[config.mk]
export PLATFORM = sky130hd
export DESIGN_NAME = led_pattern_scheduler
export DESIGN_NICKNAME = d
export VERILOG_FILES = /design/src/rtl/led_pattern_scheduler.sv
export SDC_FILE = /design/constraint.sdc
export NUM_CORES = 1
export LEC_CHECK = 0
export ABC_CLOCK_PERIOD_IN_PS = 1890
export CAP_MARGIN = 20
export CORE_MARGIN = 5
export CORE_UTILIZATION = 40
export DETAILED_ROUTE_END_ITERATION = 6
export MAX_ROUTING_LAYER = met4
export PLACE_DENSITY_LB_ADDON = 0.25
export SLEW_MARGIN = 20
export SYNTH_ARGS = -nofsm -noshare
export SYNTH_HDL_FRONTEND = slang
export SYNTH_SLANG_ARGS = --single-unit
[constraint.sdc]
create_clock -name i_clk -period 1.89 [get_ports i_clk]
set_input_delay 0.378 -clock i_clk [delete_from_list [all_inputs] [get_ports i_clk]]
set_output_delay 0.378 -clock i_clk [all_outputs]
set_load 0.005 [all_outputs]
[src/rtl/led_pattern_scheduler.sv]
// LED bank animation sequencer: prescaled step ticks drive a per-mode index,
// with a blanking interval after every mode change and a level-sensitive pause.
module led_pattern_scheduler #(
  parameter int unsigned          DIV_WIDTH   = 24,
  parameter logic [DIV_WIDTH-1:0] DEFAULT_DIV = 24'd999_999,
  parameter int unsigned          BLANK_STEPS = 2
) (
  input  logic                 i_clk,
  input  logic                 i_reset,
  input  logic                 i_cmd_valid,
  input  logic [2:0]           i_cmd_mode,
  input  logic [DIV_WIDTH-1:0] i_cmd_div,
  output logic                 o_cmd_ready,
  input  logic                 i_pause,
  output logic [7:0]           o_led,
  output logic                 o_step,
  output logic [2:0]           o_mode
);
  localparam int BW = (BLANK_STEPS < 1) ? 1 : $clog2(BLANK_STEPS + 1);

  localparam logic [2:0] M_OFF = 3'd0, M_KIT = 3'd1, M_CHASE = 3'd2,
                         M_BLINK = 3'd3, M_COUNT = 3'd4;

  typedef enum logic [1:0] {S_IDLE, S_BLANK, S_RUN, S_PAUSE} state_t;

  typedef struct packed {
    logic [2:0]           mode;
    logic [DIV_WIDTH-1:0] div;
  } cmd_t;

  state_t               state, state_n;
  cmd_t                 cur, cur_n;
  logic [DIV_WIDTH-1:0] presc, presc_n;
  logic [7:0]           idx, idx_n;
  logic [BW-1:0]        blank, blank_n;
  logic [7:0]           led_n;
  logic                 step_n;
  logic                 accept, tick;
  logic [2:0]           req_mode;

  function automatic logic [7:0] decode(input logic [2:0] m, input logic [7:0] i);
    logic [3:0] r;
    r = 4'd14 - i[3:0];
    case (m)
      M_KIT:   decode = (i < 8'd8) ? (8'd1 << i[2:0]) : (8'd1 << r[2:0]);
      M_CHASE: decode = 8'd1 << i[2:0];
      M_BLINK: decode = i[0] ? 8'hFF : 8'h00;
      M_COUNT: decode = i;
      default: decode = 8'h00;
    endcase
  endfunction

  function automatic logic [7:0] advance(input logic [2:0] m, input logic [7:0] i);
    case (m)
      M_KIT:   advance = (i >= 8'd13) ? 8'd0 : i + 8'd1;
      M_CHASE: advance = {5'd0, i[2:0] + 3'd1};
      M_BLINK: advance = {7'd0, ~i[0]};
      default: advance = i + 8'd1;
    endcase
  endfunction

  assign o_cmd_ready = (state != S_BLANK);
  assign accept      = i_cmd_valid & o_cmd_ready;
  assign tick        = ((state == S_BLANK) || (state == S_RUN)) && (presc == cur.div);
  assign req_mode    = (i_cmd_mode > M_COUNT) ? M_OFF : i_cmd_mode;
  assign o_mode      = cur.mode;

  always_comb begin
    state_n = state;
    cur_n   = cur;
    presc_n = presc;
    idx_n   = idx;
    blank_n = blank;
    led_n   = o_led;
    step_n  = 1'b0;
    // A command pre-empts everything, including a coincident tick.
    if (accept) begin
      cur_n   = '{mode: req_mode, div: i_cmd_div};
      presc_n = '0;
      idx_n   = '0;
      led_n   = 8'h00;
      blank_n = BW'(BLANK_STEPS);
      if (req_mode == M_OFF)     state_n = S_IDLE;
      else if (BLANK_STEPS == 0) state_n = S_RUN;
      else                       state_n = S_BLANK;
    end else begin
      case (state)
        S_IDLE: led_n = 8'h00;
        S_BLANK: begin
          led_n   = 8'h00;
          presc_n = tick ? '0 : presc + DIV_WIDTH'(1);
          if (tick) begin
            blank_n = blank - BW'(1);
            if (blank == BW'(1)) begin
              state_n = S_RUN;
              idx_n   = '0;
            end
          end
        end
        S_RUN: begin
          led_n   = decode(cur.mode, idx);
          presc_n = tick ? '0 : presc + DIV_WIDTH'(1);
          if (tick) begin
            idx_n  = advance(cur.mode, idx);
            step_n = 1'b1;
          end
          if (i_pause) state_n = S_PAUSE;
        end
        S_PAUSE: if (!i_pause) state_n = S_RUN;
        default: state_n = S_IDLE;
      endcase
    end
  end

  always_ff @(posedge i_clk) begin
    if (i_reset) begin
      state  <= S_IDLE;
      cur    <= '{mode: M_OFF, div: DEFAULT_DIV};
      presc  <= '0;
      idx    <= '0;
      blank  <= '0;
      o_led  <= 8'h00;
      o_step <= 1'b0;
    end else begin
      state  <= state_n;
      cur    <= cur_n;
      presc  <= presc_n;
      idx    <= idx_n;
      blank  <= blank_n;
      o_led  <= led_n;
      o_step <= step_n;
    end
  end
endmodule

Yosys cells after proc, flatten, opt, wreduce, memory -nomap -nowiden --
Cells that the tools add are included. W data, S select, Z words.
Word-level totals: flip-flop bits (word level) 72, input port bits 31, word-level logic and storage cells 79
Operators by class: add/subtract/negate cells 5, order comparisons 3, eq/ne operators 17, shift operators 2, multiplexer cells 23, bitwise gates (word level) 3, reductions and logical operators 17
Operators by type and width (number):
- $mux W8 | 6
- $pmux W8 S2 | 2
- $pmux W8 S4 | 1
- $add A24 B1 Y24 const B | 1
- $eq A24 B24 Y1 | 1
- $mux W24 | 1
- $pmux W8 S3 | 1
- $mux W2 | 8
- $shl A1 B3 Y8 const A | 2
- $ne A3 B3 Y1 const B | 3
- $add A8 B1 Y8 const B | 1
- $ge A8 B4 Y1 const B | 1
- $lt A8 B4 Y1 const B | 1
- $reduce_bool A2 Y1 | 4
- $eq A3 B2 Y1 const B | 2
- $pmux W2 S3 | 1
- $reduce_or A2 Y1 | 3
- $reduce_and A5 Y1 | 1
- $eq A2 B1 Y1 const B | 2
- $eq A2 B2 Y1 const B | 2
- $ne A2 B1 Y1 const B | 2
- $ne A2 B2 Y1 const B | 2
- $reduce_and A2 Y1 | 2
- $reduce_and A4 Y1 | 1
- 17 further kinds | 19

Longest topological paths before layout --
depth after elaboration 6, depth in mapped cells 9, depth with buffers taken out 7

Least setup slack after synthesis --
Ideal clock, no wire load.
path type register to register, from register state[0], to register presc[23], setup time 0.115 ns, arrival time 1.902 ns, required time 1.775 ns, slack -0.126 ns, cell stages (with the launch flop) 8, buffers on the path 0, cell sequence dfxtp_1 -> inv_1 -> ha_1 -> and4b_1 -> nand4_2 -> nor4_1 -> xnor2_1 -> nor2_1
On the way: longest elaborated chain between the ends 4
Ends and longest elaborated chain:
- start: declaration | RTL line 31 | state_t state, state_n;
- start signal: assignment | RTL line 125 | state <= state_n;
- $eq A2 B1 Y1 / $eq A2 B2 Y1 (equally long branches) | RTL line 64, 87
- $logic_or A1 B1 Y1 | RTL line 64 | assign tick = ((state == S_BLANK) || (state == S_RUN)) && (presc == cur.div);
- $logic_and A1 B1 Y1 | RTL line 64
- $mux W24 | RTL line 91, 102
- end signal: assignment | RTL line 127 | presc <= presc_n;
- end: declaration | RTL line 33 | logic [DIV_WIDTH-1:0] presc, presc_n;
Several ways; a longest one is shown, not always the timed one. A chain may end at the register's enable or synchronous reset.

Final worst setup path --
from register state[1], to register presc[15]
The elaborated chain is that of the path after synthesis.

==> results_dict.tcl <==
set metrics [dict create \
    synth-seq-cells 72 \
    gp_congestion 0.904 \
    status "completed" \
    routedWlPerCell_um 14.9 \
    drt_first_pass_iters 4 \
    die_y_um 110 \
    synthArstFlopShare_pct 0 \
    ys_seq_area_share_pct 35.7 \
    grt_antenna_before_repair 0 \
    syn-num-nets 540 \
    wl_um 10500 \
    mostFrequentLayoutCells "75 x nand2_1, 67 x dfxtp_1, 48 x buf_4" \
    numCtsBuffers 9 \
    portBuffers 43 \
    fmax_ghz 0.553 \
    fin_crit_sh_pct 95.6 \
    overflow 0 \
    cp-end-kind "flip-flop" \
    final_nets 611 \
    synth_area_per_cell_sq_um 8.17 \
    cp_max_fo 8 \
    hold_viol 0 \
    timing.hold.ws_ns 0.469 \
    fin_cells 702 \
    synth_edf_count 0 \
    slew_viol_final 0 \
    cp_data_required_time_ns 2.14 \
    power.density_mw_per_mm2 870 \
    cts_tree "done" \
    fin_area_sq_mm 0.00523 \
    vias 3681 \
    dp_cells 687 \
    rsz0062_at_grt "yes" \
    crit_chain "ha_4 > and4b_2 > nand4_4 > nor4_4 > xnor2_1 > nor2_1" \
    final_common_cell "nand2_1" \
    setup-violations-final 0 \
    start_util_pct 41.1 \
    cts_root_buf "clkbuf_8" \
    clock-skew-final_ns 0.0124 \
    crit_type "flip-flop to flip-flop" \
    synthToLayoutAreaGrowth_pct 29.7 \
    post-route-min-period_ns 1.81 \
    syn_inst 494 \
    syn_area_sq_mm 0.00403 \
    clkSinkCount 72 \
    worstMarginPinSlew_ns 0.638 \
    drc 0 \
    worst_setup_path_start_kind "flip-flop" \
    grt_start_max_net_pins 28 \
    cts_buffer_depth 2 \
    slew_headroom_pct 57.4 \
    drive_gt1_share_pct 18.8 \
    p_total_w 0.00455 \
    hold_class "flip-flop to flip-flop" \
    track_usage_pct 17.7 \
    grt_pass1_wl_um 17500 \
    antenna_cells 0 \
    slowest_delay_ns 0.37 \
    path_clk_slew_ns 0.09 \
    drtIter0Drc 116 \
    rrSetupSlack_ns 0.08 \
    htreeDepth 3 \
    crit_slowest_cell "dfxtp_4" \
    grt_pass1_vias 3624 \
    dp_hpwl_um 7830 \
    viasPerCell 5.24 \
    fillers 939 \
    clk_latency_ns 0.35 \
    crit_arrival_ns 2.05 \
    yosys_warnings 0 \
    leakagePower_nw 1.95 \
    postCtsHoldBufs 0 \
    dpl-instance-area_sq_mm 0.00493 \
    irDropWorstVdd_uv 427 \
    ys_types 59 \
    ios 44 \
    cap_violations 0 \
    synth_ff_type "dfxtp_1" \
    utilization_pct 53.3 \
    ant_nets 0 \
    die_area_sq_mm 0.0122 \
    coreArea_sq_mm 0.00982 \
    fp-row-count 36 \
    die_w_um 110 \
]
## power breakdown
part / internal, W / switching, W / leakage (nW)
sequential: 0.00165 / 0.000103 / 0.589
clock: 0.000743 / 0.000621 / 0.102
combinational: 0.000657 / 0.000778 / 1.26
## sequential cells by signal (all words and copies together) (netlist names)
name,count
blank,2
o_step,1
idx,8
cur,24
o_led,8
presc,24
o_mode,3
state,2
## final timing paths
kind / start / to / cells after the start
worst min-delay path: cur[8] / cur[8] / 2
worst max register to register: state[1] / presc[15] / 6
worst max-delay path: state[1] / presc[15] / 6
worst min register to register: cur[8] / cur[8] / 2
## cell usage after synthesis (3+ instances only)
| cell type | instances | area [sq um] |
|---|---|---|
| o21ai_0 | 14 | 70.1 |
| clkbuf_1 | 15 | 56.3 |
| nand3b_1 | 15 | 113 |
| nor3_1 | 12 | 60.1 |
| nand4_1 | 13 | 81.3 |
| ha_1 | 15 | 188 |
| o211ai_1 | 3 | 22.5 |
| buf_2 | 8 | 40.0 |
| a31oi_1 | 3 | 18.8 |
| xnor2_1 | 19 | 166 |
| nor2_1 | 37 | 139 |
| nor4_1 | 13 | 81.3 |
| dfxtp_1 | 72 | 1440 |
| nand4b_1 | 4 | 35.0 |
| and4_1 | 4 | 35.0 |
| o21ai_1 | 4 | 20.0 |
| o31ai_1 | 5 | 37.5 |
| nand2b_1 | 4 | 25.0 |
| inv_1 | 14 | 52.6 |
| nand2_1 | 76 | 285 |
| xor2_1 | 30 | 263 |
| buf_4 | 6 | 45.0 |
| a211oi_1 | 5 | 37.5 |
| nand3_1 | 18 | 90.1 |
| a21oi_1 | 34 | 170 |
| and3_1 | 3 | 18.8 |
| nor2b_1 | 7 | 43.8 |
| buf_1 | 3 | 11.3 |
## area by class of cell
type	instances	area (sq um)	area share (%)
Clock inverter	6	92.6	1.77
Clock buffer	9	124	2.37
Inverter	14	52.6	1.00
Sequential cell	72	1450	27.7
Multi-Input combinational cell	375	2520	48.1
Timing Repair Buffer	93	830	15.9
Tap cell	133	166	3.18
## worst max-delay path, delay by kind of cell, from the launching register on
family / cells / cell delay, ns
and+or+nand+nor: 4 / 0.94
xor gates and xnor gates: 1 / 0.15
adders and majority gates: 1 / 0.25
DFF: 1 / 0.37
## through the flow
stage	TNS, ns	setup WS (ns)
finish	0	0.0827
CTS	-0.00686	-0.00413
global placement	-0.0161	-0.0161
floorplan	0	0.0421
detailed placement	-0.0246	-0.0246
global route	-0.0253	-0.0253
## timing repair
action                     CTS  global route
pin swaps                    0             5
setup endpoints to repair    5            36
gates resized for setup      6            17
setup buffers                1             0
cloned                       0             0
## cell families after synthesis
group,synth area share [%]
DFF,35.7
buffers and inverters,5.21
and+or+nand+nor,28.6
muxes,0.527
AOI/OAI and AO/OA,14.6
xor gates and xnor gates,10.6
adders and majority gates,4.65
## metal layers
metal / up-vias / track usage [%] / share of wire [%]
li1: 1871 / - / -
met1: 1718 / 20.2 / 44
met2: 75 / 30.1 / 49
met3: 17 / 3.72 / 4.2
met4: 0 / 6.98 / 2.1
met5: - / - / 0
Note: power is estimated with default switching activity, not from simulation.
